**src/rtl/logic_unit_arbiter.sv**
```systemverilog
// logic_unit_arbiter
//   Two requesters share one registered bitwise logic unit. A round-robin
//   arbiter picks a requester in IDLE, captures its Op/A/B, and the FSM steps
//   IDLE -> EXEC -> RESP -> IDLE, so one operation completes every 3 cycles.
//
// Ports
//   CLK, RSTn          clock, asynchronous active-low reset
//   Req0/1             request from requester 0/1
//   Op0/1              00 AND, 01 OR, 10 XOR, 11 NOR
//   A0/B0, A1/B1       operands (WIDTH bits)
//   Gnt0/1             one-cycle pulse in EXEC: operands captured
//   Done0/1            one-cycle pulse in RESP: Result valid
//   Result             result of the last completed operation
//   Result_Src         requester that owns Result
//   Busy               high whenever the FSM is not IDLE
//   Count              completed operations, modulo 256
module logic_unit_arbiter #(
   parameter int WIDTH = 8
) (
   input  logic             CLK,
   input  logic             RSTn,
   input  logic             Req0,
   input  logic             Req1,
   input  logic [1:0]       Op0,
   input  logic [1:0]       Op1,
   input  logic [WIDTH-1:0] A0,
   input  logic [WIDTH-1:0] B0,
   input  logic [WIDTH-1:0] A1,
   input  logic [WIDTH-1:0] B1,
   output logic             Gnt0,
   output logic             Gnt1,
   output logic             Done0,
   output logic             Done1,
   output logic [WIDTH-1:0] Result,
   output logic             Result_Src,
   output logic             Busy,
   output logic [7:0]       Count
);

   typedef enum logic [1:0] {
      IDLE = 2'd0,
      EXEC = 2'd1,
      RESP = 2'd2
   } state_t;

   state_t           state_q;
   logic             ptr_q;
   logic             src_q;
   logic [1:0]       op_q;
   logic [WIDTH-1:0] a_q;
   logic [WIDTH-1:0] b_q;
   logic             gnt0_q, gnt1_q, done0_q, done1_q;
   logic [WIDTH-1:0] result_q;
   logic             result_src_q;
   logic             busy_q;
   logic [7:0]       count_q;

   logic             any_req;
   logic             sel_d;
   logic [1:0]       op_d;
   logic [WIDTH-1:0] a_d;
   logic [WIDTH-1:0] b_d;
   logic [WIDTH-1:0] result_d;

   // Pointer only breaks ties; a lone request wins regardless of it.
   always_comb begin
      any_req = Req0 | Req1;
      sel_d   = (Req0 & Req1) ? ptr_q : Req1;
      op_d    = sel_d ? Op1 : Op0;
      a_d     = sel_d ? A1  : A0;
      b_d     = sel_d ? B1  : B0;
   end

   always_comb begin
      result_d = '0;
      unique case (op_q)
         2'b00:   result_d = a_q & b_q;
         2'b01:   result_d = a_q | b_q;
         2'b10:   result_d = a_q ^ b_q;
         default: result_d = ~(a_q | b_q);
      endcase
   end

   always_ff @(posedge CLK or negedge RSTn) begin
      if (!RSTn) begin
         state_q      <= IDLE;
         ptr_q        <= 1'b0;
         src_q        <= 1'b0;
         op_q         <= '0;
         a_q          <= '0;
         b_q          <= '0;
         gnt0_q       <= 1'b0;
         gnt1_q       <= 1'b0;
         done0_q      <= 1'b0;
         done1_q      <= 1'b0;
         result_q     <= '0;
         result_src_q <= 1'b0;
         busy_q       <= 1'b0;
         count_q      <= '0;
      end else begin
         gnt0_q  <= 1'b0;
         gnt1_q  <= 1'b0;
         done0_q <= 1'b0;
         done1_q <= 1'b0;
         unique case (state_q)
            IDLE: begin
               if (any_req) begin
                  src_q   <= sel_d;
                  ptr_q   <= ~sel_d;
                  op_q    <= op_d;
                  a_q     <= a_d;
                  b_q     <= b_d;
                  gnt0_q  <= ~sel_d;
                  gnt1_q  <= sel_d;
                  busy_q  <= 1'b1;
                  state_q <= EXEC;
               end
            end
            EXEC: begin
               result_q     <= result_d;
               result_src_q <= src_q;
               done0_q      <= ~src_q;
               done1_q      <= src_q;
               state_q      <= RESP;
            end
            RESP: begin
               count_q <= count_q + 8'd1;
               busy_q  <= 1'b0;
               state_q <= IDLE;
            end
            default: begin
               busy_q  <= 1'b0;
               state_q <= IDLE;
            end
         endcase
      end
   end

   assign Gnt0       = gnt0_q;
   assign Gnt1       = gnt1_q;
   assign Done0      = done0_q;
   assign Done1      = done1_q;
   assign Result     = result_q;
   assign Result_Src = result_src_q;
   assign Busy       = busy_q;
   assign Count      = count_q;

endmodule

```
**config.mk**
```make
export PLATFORM = sky130hd
export DESIGN_NAME = logic_unit_arbiter
export DESIGN_NICKNAME = d
export VERILOG_FILES = /design/src/rtl/logic_unit_arbiter.sv
export SDC_FILE = /design/constraint.sdc
export NUM_CORES = 1
export LEC_CHECK = 0
export BUFFER_PORTS_ARGS = -buffer_cell sky130_fd_sc_hd__buf_2
export CAP_MARGIN = 5
export CELL_PAD_IN_SITES_DETAIL_PLACEMENT = 1
export CELL_PAD_IN_SITES_GLOBAL_PLACEMENT = 2
export CORE_ASPECT_RATIO = 1.75
export CORE_UTILIZATION = 35
export DETAILED_ROUTE_END_ITERATION = 10
export GPL_TIMING_DRIVEN = 0
export PLACE_DENSITY = 0.91
export SYNTH_ARGS = -nofsm -noshare
export SYNTH_HDL_FRONTEND = slang
export SYNTH_SLANG_ARGS = --single-unit
```
**constraint.sdc**
```tcl
create_clock -name CLK -period 2.8 [get_ports CLK]
set_input_delay 0.14 -clock CLK [delete_from_list [all_inputs] [get_ports CLK]]
set_output_delay 0.14 -clock CLK [all_outputs]
set_load 0.005 [all_outputs]
```
**Word-level counts from Yosys, hierarchy flattened**

Cells that the tools add are included.

- Output and inout port bits: 22
- Input port bits: 40
- Latch bits: 0
- Memories kept: 0
- Memory bits (writable): 0
- Register bits: 44
- Memory bits (read-only): 0

- Mux-type cells: 15
- Bitwise operators: 9
- Multipliers: 0
- $add $sub $neg: 1
- Eq/ne operators: 5
- Order comparisons: 0
- Shift-type cells: 0
- Reduce and logical (&&, ||, !) cells: 4
- Div/mod/pow operators: 0

Operators by type and width:

| kind | number |
|---|---|
| 8-bit case mux with 3 select lines | 1 |
| 8-bit two-way mux | 2 |
| 8-bit by 1-bit adder with 8-bit output, second input constant | 1 |
| 8-bit AND | 1 |
| 1-bit two-way mux | 8 |
| 8-bit inverter | 1 |
| 8-bit OR | 1 |
| 8-bit XOR | 1 |
| 2-bit by 1-bit == test with 1-bit output, second input constant | 2 |
| 2-bit == test, second input constant | 2 |
| 2-bit logical NOT | 2 |
| 2-bit two-way mux | 2 |
| 2-bit case mux with 2 select lines | 1 |
| 2-bit AND reduction | 2 |
| 1-bit inverter | 3 |
| 2-bit != test, second input constant | 1 |
| 1-bit case mux with 2 select lines | 1 |
| 1-bit AND | 1 |
| 1-bit OR | 1 |

**Logic depth before layout (Yosys ltp)**

Gate-level depths: netlist of the first run.

- Depth in word-level cells: 5
- Gate-level depth with buffers: 6
- Depth with buffers taken out: 5

**Worst setup path before layout of the first run**

OpenSTA, ideal clock, no wires.

- Path type: flip-flop to flip-flop
- Start point: register op_q[0]
- End point: register result_q[5] (netlist: Result[5])
- Setup time: 0.130 ns
- Clock period less this slack: 1.192 ns
- Data required time: 2.670 ns
- Buffers on the path: 2
- Slack: 1.608 ns
- Arrival: 1.062 ns
- Stages on the path, launching flop included: 6
- Path through: dfrtp_1 -> buf_2 -> buf_4 -> mux2_1 -> nand2_1 -> a31oi_1

- Longest elaborated chain between the ends: 2

Ends and longest elaborated chain:

| item | RTL line | source |
|---|---|---|
| start: declaration | 49 | `logic [1:0] op_q;` |
| start signal: assignment | 110 | `op_q <= op_d;` |
| 2-bit == test, or another cell as far along | 76 | `unique case (op_q)` |
| 8-bit case mux with 3 select lines * | 76 |  |
| end signal: assignment | 120 | `result_q <= result_d;` |
| end: declaration | 53 | `logic [WIDTH-1:0] result_q;` |

Every way passes the cells marked *; elsewhere a longest branch is shown, timed or not.
A chain may end at the register's enable or synchronous reset.

**Final worst setup path of the first run**

- Start point: register ptr_q
- End point: register b_q[2]

- Longest elaborated chain between the ends: 2

Ends and longest elaborated chain:

| item | RTL line | source |
|---|---|---|
| start: declaration | 47 | `logic ptr_q;` |
| start signal: assignment | 109 | `ptr_q <= ~sel_d;` |
| 1-bit two-way mux | 68 | `sel_d = (Req0 & Req1) ? ptr_q : Req1;` |
| 8-bit two-way mux | 71 | `b_d = sel_d ? B1 : B0;` |
| end signal: assignment | 91 | `b_q <= '0;` |
| end signal: assignment | 112 | `b_q <= b_d;` |
| end: declaration | 51 | `logic [WIDTH-1:0] b_q;` |

Every way passes these cells.

==> qor.csv, run 1 <==
stage,metric,value,unit
run_status,status,"complete, no violations",
setup_path,crit_buf_inv,1,
power,ir_worst_vdd,0.366,mV
setup_path,worstSetupStartpoint,ptr_q,
placed_design,gp_congestion,0.748,
yosys,synth_top_area_share,44.6,%
sta,setup_viol,0,
yosys,synth_edf_count,0,
route,ant_nets,0,
yosys,synth_largest_area_cell,dfrtp_1,
power,power_density,1090,nW/µm²
sta,holdWs,0.0111,ns
setup_path,cp_slowest_cell,dfrtp_1,
yosys,synth_area_per_cell,9.79,µm²
global_routing,grt_pass1_vias,2212,
sta,period_minus_slack,1.48,ns
placed_design,place_inst,397,
yosys,seq_area_frac_synth,44.6,%
clock_network,root_buffer,clkbuf_16,
setup_path,cp_top_family,flip-flops,
placed_design,placed_area,2880,µm²
placed_design,dp_hpwl,5.01,mm
floorplanning,ios,62,
setup_path,crit_path_max_fanout,10,
clock_network,cts_setup_buffers,0,
sta,timing.final.crit_share,52.7,%
clock_network,clock_sinks,44,
yosys,syn_nets,309,
setup_path,cpPeakStageDelay,0.41,ns
finish,antenna_cells,0,
floorplanning,die_y,113,µm
clock_network,clock_latency,0.29,ns
floorplanning,initial_core_util,36.0,%
sta,slew_headroom,34.2,%
route,wl_per_cell,15.5,µm
clock_network,ctsHtreeMaxLevel,2,
global_routing,grt_usage,18.8,%
clock_network,clk_path_buf_depth,2,
sta,fin_tns_setup,0,ns
yosys,synth_area_leaders,"dfrtp_1, ha_1, a31oi_2, a21oi_1, a31oi_1",
sta,worst_pin_slew,0.986,ns
placed_design,io_buffers,61,
setup_path,cp_cell_sequence,and2b_1 > buf_2 > o21ai_0 > a31oi_2,
global_routing,grt_pass1_wl,10.6,mm
yosys,syn-cell-area,2470,µm²
yosys,synth.most_common_cell,dfrtp_1,
route,viasPerCell,5.13,
setup_path,cp-end-kind,flop,
route,drc,0,
setup_path,worstSetupPathType,reg2reg,
sta,finalMaxSlewViolations,0,
yosys,synthDistinctLibCells,36,
sta,worst_slack,1.32,ns
placed_design,dpl_worst_slack,1.36,ns
setup_path,worstReg2RegStart,ptr_q,
yosys,yosys_warnings,0,
yosys,synth-async-reset-ratio,100,%
floorplanning,dieArea,7400,µm²
finish,nets,377,
route,vias,2074,
floorplanning,die_w,65.5,µm
floorplanning,core_area,6860,µm²
yosys,netlist_top_cells_count,"dfrtp_1, a21oi_1, nand3_1, o21ai_0",
clock_network,clkTransAtPathRegs,0.06,ns
sta,rsz0062_at_grt,no,
finish,layout.cells.non_filler,404,
setup_path,critPathLaunchType,flop,
finish,synthToLayoutAreaGrowth,22.2,%
power,finalPower,3.29,mW
yosys,synthFlopType,dfrtp_1,
clock_network,postCtsHoldBufs,0,
clock_network,cts_resized,0,
sta,fmax,0.677,GHz
finish,design_area,3020,µm²
finish,drive_gt1_share,30.6,%
route,dr.pass1.iters,4,
route,drt_iter0_markers,59,
finish,final_util,44.0,%
global_routing,grt_overflow,0,
power,cellLeakagePower,1.48,nW
clock_network,numCtsBuffers,5,
sta,hold_viol_final,0,
global_routing,grt_max_degree,45,
yosys,syn-instance-count,252,
worst_hold_path,hp-class,in2async,
job,cap_violations,0,
global_routing,grt_antenna_before_repair,0,
setup_path,crit_required,3.01,ns
yosys,synth_seq_cells,44,
clock_network,cts_tree,yes,
sta,clock-skew-final,0.00442,ns
floorplanning,rows,40,
setup_path,crit_arrival,1.68,ns
route,routed_wl,6.27,mm
logic make-up (layout without fill, tap and decap cells):
group,count (synthesis),in the layout,share of synthesized area (%)
buffers and inverters,37,105,7.10
and+or+nand+nor,64,64,13.5
AOI/OAI and AO/OA,76,76,20.5
muxes,7,7,3.19
xor gates and xnor gates,7,7,2.48
adders and majority gates,17,17,8.62
DFF,44,44,44.6
worst register-to-register path, stage by stage (launching register included):
cell and delay [ns]:
dfrtp_1 0.41, and2b_1 0.37, buf_2 0.27, o21ai_0 0.13, a31oi_2 0.21
state kept, by name (all words and copies together), names as in the netlist, 2 cells and up:
register / flops
Count: 8
Result: 8
state_q: 2
a_q: 8
op_q: 2
b_q: 8
cell type report:
class | instances | area (µm²)
fillers | 818 | 3840
multi-input cells | 171 | 1190
flip-flops and latches | 44 | 1100
repair buffers | 61 | 305
clock buffers | 5 | 125
well taps | 84 | 105
plain buffers | 17 | 97.6
inverters | 20 | 77.6
clock inverters | 2 | 12.5
final timing paths:
path                              endpoint  cells past startpoint  slack (ns)
max in group asynchronous           b_q[5]                      1        2.17
worst max-delay path                b_q[2]                      4        1.32
worst max register to register      b_q[2]                      4        1.32
worst min-delay path              Count[0]                      1        0.01
min in group CLK                    a_q[0]                      3        0.13
worst min register to register  Result_Src                      1        0.48
power by group:
group	total (mW)	internal, mW	switching, mW
Clock	0.565	0.324	0.241
Sequential	1.17	0.935	0.239
Combinational	1.56	0.704	0.852
Total	3.29	1.96	1.33
metal layers:
metal | share of wire, % | vias up | global-route usage, %
met4 | 2.2 | 0 | 8.26
met1 | 36 | 990 | 19.0
li1 | - | 1026 | -
met3 | 3.1 | 9 | 3.02
met2 | 59 | 49 | 36.1
met5 | 0 | - | 0
cell usage in the layout (no fill, tap or decap), types with 2 or more instances in the layout:
master	count
o21ai_0	18
mux2_2	3
dfrtp_1	44
a211o_1	6
o31ai_1	2
nand2_1	10
a21o_1	2
clkbuf_1	4
xnor2_1	6
nand2b_1	2
and2b_1	2
ha_1	17
inv_2	2
mux2_1	4
buf_4	2
inv_1	17
nor3_1	2
o21a_1	2
a31oi_1	16
a21oi_1	20
nor2_1	15
buf_2	70
nor2b_1	4
nand3_1	18
a31oi_2	9
nand4_1	4
buf_6	2
clkbuf_16	5
and3_1	2
(Power assumes the default switching activity.)
==> run 2, diff against run 1 <==
Settings changed: ABC_AREA from default to 1, CORE_UTILIZATION 35 to 29, PLACE_DENSITY 0.91 to 0.84.
Clock period 2.8 ns to 1.4 ns, I/O delays scaled along.
==> run 2 against run 1 <==
Net effect:
- flip-flop and latch count did not move
- via count rose by 8.6%
- cell count is 32% higher
- non-clock buffer count down 7
- maximum frequency rose by 15%
- die area grew 24%
- synthesized cell count is 38% higher
- sequential share of layout area fell by 1.8 points
- final area increased by 5.3%
- first-iteration DRC count down 51%
- critical path type unchanged
- largest power group unchanged
==> qor.csv, run 2 <==
stage,metric,value,unit,change
run_status,status,"complete, no violations",,unchanged
worst_hold_path,hp-class,in2reg,,was in2async
worst_hold_path,hold_depth,5,,
setup_path,crit_arrival,1.46,ns,was 1.68 ns
sta,fmax,0.781,GHz,was 0.677 GHz
yosys,syn-instance-count,349,,was 252
setup_path,reg2reg_depth,6,,was 4
floorplanning,initial_core_util,30.3,%,was 36.0%
clock_network,clock_sinks,44,,unchanged
clock_network,cts_tree,yes,,unchanged
route,routed_wl,5.79,mm,was 6.27 mm
sta,setup_viol,0,,unchanged
global_routing,grt_pass1_vias,2329,,was 2212
setup_path,crit_required,1.58,ns,was 3.01 ns
sta,fin_tns_setup,0,ns,unchanged
setup_path,worstSetupPathType,reg2reg,,unchanged
yosys,synth.most_common_cell,nand2_1,,was dfrtp_1
power,switching_share,40.4,%,about the same
setup_path,critPathLaunchType,flop,,unchanged
yosys,syn-cell-area,2550,µm²,was 2470 µm²
finish,design_area,3180,µm²,was 3020 µm²
clock_network,clkTransAtPathRegs,0.06,ns,about the same
route,vias,2253,,was 2074
floorplanning,die_y,126,µm,was 113 µm
power,pwr-share-seq,36.2,%,was 35.6%
setup_path,cp_cell_sequence,inv_1 > nand3_1 > nor2_1 > nand3_1 > nand2_1 > nand2_1,,was and2b_1 > buf_2 > o21ai_0 > a31oi_2
finish,antenna_cells,0,,unchanged
global_routing,grt_antenna_before_repair,0,,unchanged
yosys,seq_area_frac_synth,43.2,%,was 44.6%
setup_path,cp_num_cells,6,,was 4
clock_network,clk_path_buf_depth,2,,unchanged
setup_path,crit_buf_inv,1,,unchanged
sta,hold_viol_final,0,,unchanged
setup_path,cp_slowest_cell,dfrtp_1,,unchanged
floorplanning,ios,62,,unchanged
route,drt_iter0_markers,29,,was 59
finish,layout_common_cells,"nand2_1, inv_1, buf_2",,"was buf_2, dfrtp_1, a21oi_1"
yosys,synth_top_area_share,43.2,%,was 44.6%
floorplanning,rows,44,,was 40
yosys,synth_seq_cells,44,,unchanged
route,wl_per_cell,10.8,µm,was 15.5 µm
finish,final_common_cell,nand2_1,,was buf_2
yosys,synth-async-reset-ratio,100,%,unchanged
floorplanning,dieArea,9180,µm²,was 7400 µm²
yosys,synthFlopType,dfrtp_1,,unchanged
yosys,synthDistinctLibCells,21,,was 36
placed_design,dp_hpwl,4.69,mm,was 5.01 mm
finish,nets,475,,was 377
yosys,synth_largest_area_cell,dfrtp_1,,unchanged
route,drc,0,,unchanged
power,clkPwrFrac,20.5,%,was 17.2%
power,cellLeakagePower,1.92,nW,was 1.48 nW
yosys,netlist_top_cells_count,"nand2_1, inv_1, dfrtp_1, nand3_1, ha_1",,"was dfrtp_1, a21oi_1, nand3_1, o21ai_0"
global_routing,busiest_layer,met2,,unchanged
placed_design,placed_area,3000,µm²,was 2880 µm²
setup_path,cpPeakStageDelay,0.45,ns,was 0.41 ns
floorplanning,die_w,72.9,µm,was 65.5 µm
sta,worst_pin_slew,0.964,ns,was 0.986 ns
finish,synthToLayoutAreaGrowth,24.6,%,was 22.2%
job,cap_violations,0,,unchanged
placed_design,gp_congestion,0.719,,was 0.748
sta,clock-skew-final,0.00549,ns,was 0.00442 ns
yosys,synth_area_per_cell,7.30,µm²,was 9.79 µm²
route,viasPerCell,4.22,,was 5.13
yosys,synth_edf_count,0,,unchanged
route,dr.pass1.iters,4,,unchanged
setup_path,reg2reg_setup_slack,0.12,ns,was 1.32 ns
power,power_density,2000,nW/µm²,was 1090 nW/µm²
sta,slew_headroom,35.7,%,was 34.2%
global_routing,grt_usage,13.8,%,was 18.8%
global_routing,use_met1,13.7,%,was 19.0%
global_routing,grtUsageMet3,2.00,%,was 3.02%
clock_network,numCtsBuffers,5,,unchanged
power,ir_worst_vdd,0.615,mV,was 0.366 mV
global_routing,grt_max_degree,45,,unchanged
clock_network,cts_setup_buffers,0,,unchanged
placed_design,io_buffers,61,,unchanged
global_routing,grt_pass1_wl,9.95,mm,was 10.6 mm
power,p_int,3.80,mW,was 1.96 mW
yosys,yosys_warnings,0,,unchanged
global_routing,grt_use_met2,27.1,%,was 36.1%
sta,finalMaxSlewViolations,0,,unchanged
sta,period_minus_slack,1.28,ns,was 1.48 ns
route,ant_nets,0,,unchanged
sta,rsz0062_at_grt,no,,unchanged
setup_path,cp-end-kind,flop,,unchanged
clock_network,root_buffer,clkbuf_16,,unchanged
floorplanning,core_area,8420,µm²,was 6860 µm²
setup_path,cp_top_family,simple AND/OR/NAND/NOR gates,,was flip-flops
power,p_switching,2.57,mW,was 1.33 mW
sta,timing.final.crit_share,91.4,%,was 52.7%
global_routing,grt_overflow,0,,unchanged
clock_network,clock_latency,0.29,ns,about the same
yosys,synth_area_leaders,"dfrtp_1, nand2_1, inv_1, ha_1, nand3_1",,"was dfrtp_1, ha_1, a31oi_2, a21oi_1, a31oi_1"
power,p_comb_share,43.4,%,was 47.2%
clock_network,ctsHtreeMaxLevel,2,,unchanged
finish,drive_gt1_share,20.0,%,was 30.6%
setup_path,crit_path_max_fanout,5,,was 10
yosys,syn_nets,406,,was 309
[run 2: final timing paths]
path                       startpoint        to
min in group asynchronous        RSTn  Count[1]
hold reg to reg                 src_q     Done0
max in group asynchronous        RSTn    a_q[4]
setup / recovery           state_q[0]  Count[7]
hold / removal                  A1[7]    a_q[7]
setup reg to reg           state_q[0]  Count[7]
[run 2: kinds of logic (layout without fill, tap and decap cells)]
| logic type | count (synthesis) | count (layout) | synth area share, % |
|---|---|---|---|
| AOI/OAI and AO/OA | 20 | 20 | 4.81 |
| xor gates and xnor gates | 4 | 4 | 1.37 |
| adders and majority gates | 17 | 17 | 8.35 |
| buffers and inverters | 84 | 154 | 13.5 |
| DFF | 44 | 44 | 43.2 |
| and+or+nand+nor | 180 | 180 | 28.7 |
[run 2: tightest hold or removal path: stages]
cell     delay [ns]
buf_2          0.07
inv_1          0.03
nand2_1        0.05
nand3_1        0.06
nand2_1        0.06
[run 2: per-stage QoR]
stage	hold WS, ns	total power [mW]	utilization [%]	std cells	setup slack [ns]
2_1_floorplan	-0.226	4.19	-	349	0.313
3_3_place_gp	0.281	5.03	35.6	525	0.115
3_5_place_dp	0.293	5.14	35.6	525	0.0845
4_1_cts	0.0819	6.50	37.7	534	0.0586
5_1_grt	0.113	7.06	37.7	534	0.0182
6_report	0.0827	6.36	37.7	534	0.120
[run 2: repair_timing]
| item | 4_1_cts | 5_1_grt |
|---|---|---|
| gates resized for setup | 0 | 3 |
| hold endpoints to repair | 38 | 0 |
| hold buffers | 1 | 0 |
| setup endpoints to repair | 0 | 1 |
[run 2: metal layers]
| metal | vias to the layer above | routed length (µm) |
|---|---|---|
| met5 | - | 0 |
| met2 | 43 | 3200 |
| met4 | 0 | 110 |
| met1 | 1027 | 2300 |
| met3 | 8 | 172 |
| li1 | 1175 | - |
[run 2: cell type report]
cell class	count	area [µm²]
Multi-Input combinational cell	221	1100
Buffer	9	62.6
Tap cell	115	144
Timing Repair Buffer	62	315
Inverter	75	284
Clock inverter	2	35.0
Clock buffer	6	129
Sequential cell	44	1100
Fill cell	1094	5250
[run 2: power groups by stage]
stage	Combinational [mW]	Sequential, mW	Clock, mW
after floorplan	1.93	2.26	0
after global placement	2.73	2.30	0
after detailed placement	2.81	2.33	0
after CTS	2.85	2.31	1.34
after global routing	3.27	2.40	1.39
final	2.76	2.30	1.30
==> run 3, diff against run 2 <==
Settings changed: REMOVE_ABC_BUFFERS from default to 1, SLEW_MARGIN from default to 20.
==> run 3 against run 2 <==
Net effect:
- sequential power rose by 4%
- clock power fell by 10%
- sequential share of layout area rose by 0.16 points
- core utilization fell by 0.089 points
- total power fell by 0.83%
- clock skew rose by 0.0027 ns
- highest routed layer unchanged
- routed wire length rose by 5.6%
- flip-flop and latch count did not move
- global-route usage barely moved
- register-to-register slack barely moved
==> qor.csv, run 3 (synthesis results as in run 2) <==
stage,metric,value,unit,change
finish,nFillCells,1095,,was 1094
clock_network,clkTransAtPathRegs,0.06,ns,about the same
sta,slew_headroom,59.4,%,was 35.7%
finish,nets,469,,was 475
finish,seqCellArea,1100,µm²,about the same
route,wl_per_cell,11.6,µm,was 10.8 µm
setup_path,reg2reg_setup_slack,0.11,ns,was 0.12 ns
global_routing,grt_overflow,0,,unchanged
clock_network,ctsHtreeMaxLevel,2,,unchanged
setup_path,cp_num_cells,6,,unchanged
sta,timing.final.crit_share,92.3,%,was 91.4%
sta,worst_pin_slew,0.609,ns,was 0.964 ns
placed_design,io_buffers,61,,unchanged
sta,setup_viol,0,,unchanged
setup_path,r2r_end,Count[7],,unchanged
setup_path,cp-end-kind,flop,,unchanged
finish,drive_gt1_share,20.3,%,was 20.0%
power,finalPower,6.31,mW,was 6.36 mW
power,cellLeakagePower,1.88,nW,was 1.92 nW
setup_path,cpPeakStageDelay,0.46,ns,was 0.45 ns
run_status,status,"complete, no violations",,unchanged
global_routing,grt_max_degree,45,,unchanged
global_routing,grt_usage,13.8,%,about the same
sta,fmax,0.774,GHz,was 0.781 GHz
setup_path,worstSetupStartpoint,state_q[0],,unchanged
setup_path,cp_top_family,simple AND/OR/NAND/NOR gates,,unchanged
setup_path,critPathLaunchType,flop,,unchanged
setup_path,worstReg2RegStart,state_q[0],,unchanged
floorplanning,die_w,72.9,µm,unchanged
worst_hold_path,hp-class,in2reg,,unchanged
clock_network,clk_path_buf_depth,2,,unchanged
floorplanning,initial_core_util,30.3,%,unchanged
setup_path,reg2reg_depth,6,,unchanged
setup_path,crit_arrival,1.47,ns,was 1.46 ns
finish,antenna_cells,0,,unchanged
sta,period_minus_slack,1.29,ns,was 1.28 ns
power,ir_worst_vdd,0.566,mV,was 0.615 mV
setup_path,worstSetupPathType,reg2reg,,unchanged
route,routed_wl,6.11,mm,was 5.79 mm
route,vias,2267,,was 2253
setup_path,cp_cell_sequence,inv_1 > nand3_1 > nor2_1 > nand3_1 > nand2_1 > nand2_1,,unchanged
placed_design,dp_hpwl,4.30,mm,was 4.69 mm
sta,hold_viol_final,0,,unchanged
clock_network,numCtsBuffers,5,,unchanged
setup_path,crit_buf_inv,1,,unchanged
floorplanning,core_area,8420,µm²,unchanged
sta,finalMaxSlewViolations,0,,unchanged
setup_path,crit_path_max_fanout,5,,unchanged
sta,rsz0062_at_grt,yes,,was no
clock_network,clock_sinks,44,,unchanged
power,power_density,1990,nW/µm²,was 2000 nW/µm²
floorplanning,ios,62,,unchanged
floorplanning,dieArea,9180,µm²,unchanged
job,cap_violations,0,,unchanged
setup_path,crit_required,1.58,ns,about the same
setup_path,cp-endpoint,Count[7],,unchanged
sta,fin_tns_setup,0,ns,unchanged
sta,clock-skew-final,0.00817,ns,was 0.00549 ns
global_routing,grt_pass1_vias,2216,,was 2329
route,viasPerCell,4.29,,was 4.22
route,dr.pass1.iters,4,,unchanged
route,ant_nets,0,,unchanged
global_routing,grt_antenna_before_repair,0,,unchanged
finish,layout_common_cells,"nand2_1, inv_1, buf_2",,unchanged
route,drt_iter0_markers,44,,was 29
finish,synthToLayoutAreaGrowth,24.3,%,was 24.6%
clock_network,clock_latency,0.29,ns,about the same
placed_design,gp_congestion,0.748,,was 0.719
finish,multiInputGateArea,1150,µm²,was 1100 µm²
clock_network,cts_tree,yes,,unchanged
floorplanning,die_y,126,µm,unchanged
global_routing,grt_pass1_wl,9.89,mm,was 9.95 mm
route,drc,0,,unchanged
setup_path,cp_slowest_cell,dfrtp_1,,unchanged
floorplanning,rows,44,,unchanged
clock_network,root_buffer,clkbuf_16,,unchanged
finish,final_common_cell,nand2_1,,unchanged
run 3: changes by cell type in the layout (fill, tap and decap cells not counted), moves of 2 or more:
cell | previous run | this run
dfrtp_1 | 44 | 42
clkinvlp_4 | 0 | 2
dfrtp_2 | 0 | 2
buf_2 | 65 | 60
nor2_1 | 11 | 8
nor2_4 | 1 | 5
buf_6 | 2 | 0
clkinv_4 | 0 | 2
run 3: final cells by class:
type	instances	share of cell area (%)
clock buffers	5	3.95
clock inverters	3	0.750
inverters	75	9.04
multi-input cells	223	36.2
flip-flops and latches	44	34.8
well taps	115	4.54
repair buffers	63	10.7
run 3: power by group:
group          switching (mW)  internal [mW]
combinational            1.64           1.10
clock                   0.506          0.663
sequential              0.543           1.86
total                    2.69           3.62
run 3: worst min-delay path, cell delays in order:
cell and delay [ns]:
buf_2 0.07, inv_1 0.03, nand2_1 0.05, nand3_1 0.06, nand2_1 0.05
run 3: stage by stage:
step,setup slack [ns],cell area (µm²),utilization [%],instances,hold slack (ns)
finish,0.108,3170,37.6,528,0.0776
floorplan,-0.00600,2490,-,340,-0.226
detailed placement,-0.153,2940,34.9,516,0.303
CTS,0.0292,3110,36.9,525,0.0751
global route,-0.0146,3170,37.6,528,0.0951
global placement,-0.478,2940,34.9,516,0.290
run 3: per-layer routing:
layer / routed length, µm / vias to the layer above / GRT usage [%]
met4: 113 / 0 / 5.88
met1: 2430 / 1065 / 15.0
li1: - / 1156 / -
met2: 3420 / 39 / 25.5
met3: 151 / 7 / 2.16
met5: 0 / - / 0
run 3: worst min path at each step:
stage / startpoint / end / slack, ns / cells after the start
after floorplan: RSTn / Busy / -0.23 / 0
after global placement: RSTn / Count[1] / 0.29 / 1
after detailed placement: RSTn / Count[0] / 0.30 / 1
after CTS: A1[3] / a_q[3] / 0.08 / 5
after global routing: B1[3] / b_q[3] / 0.1 / 5
final: B1[3] / b_q[3] / 0.08 / 5
run 3: timing repair:
action,CTS,global route
gates cloned,0,2
hold endpoints to repair,35,0
pin swaps,0,2
hold buffers,1,0
buffers inserted,0,1
gates resized for setup,3,9
setup endpoints to repair,29,26
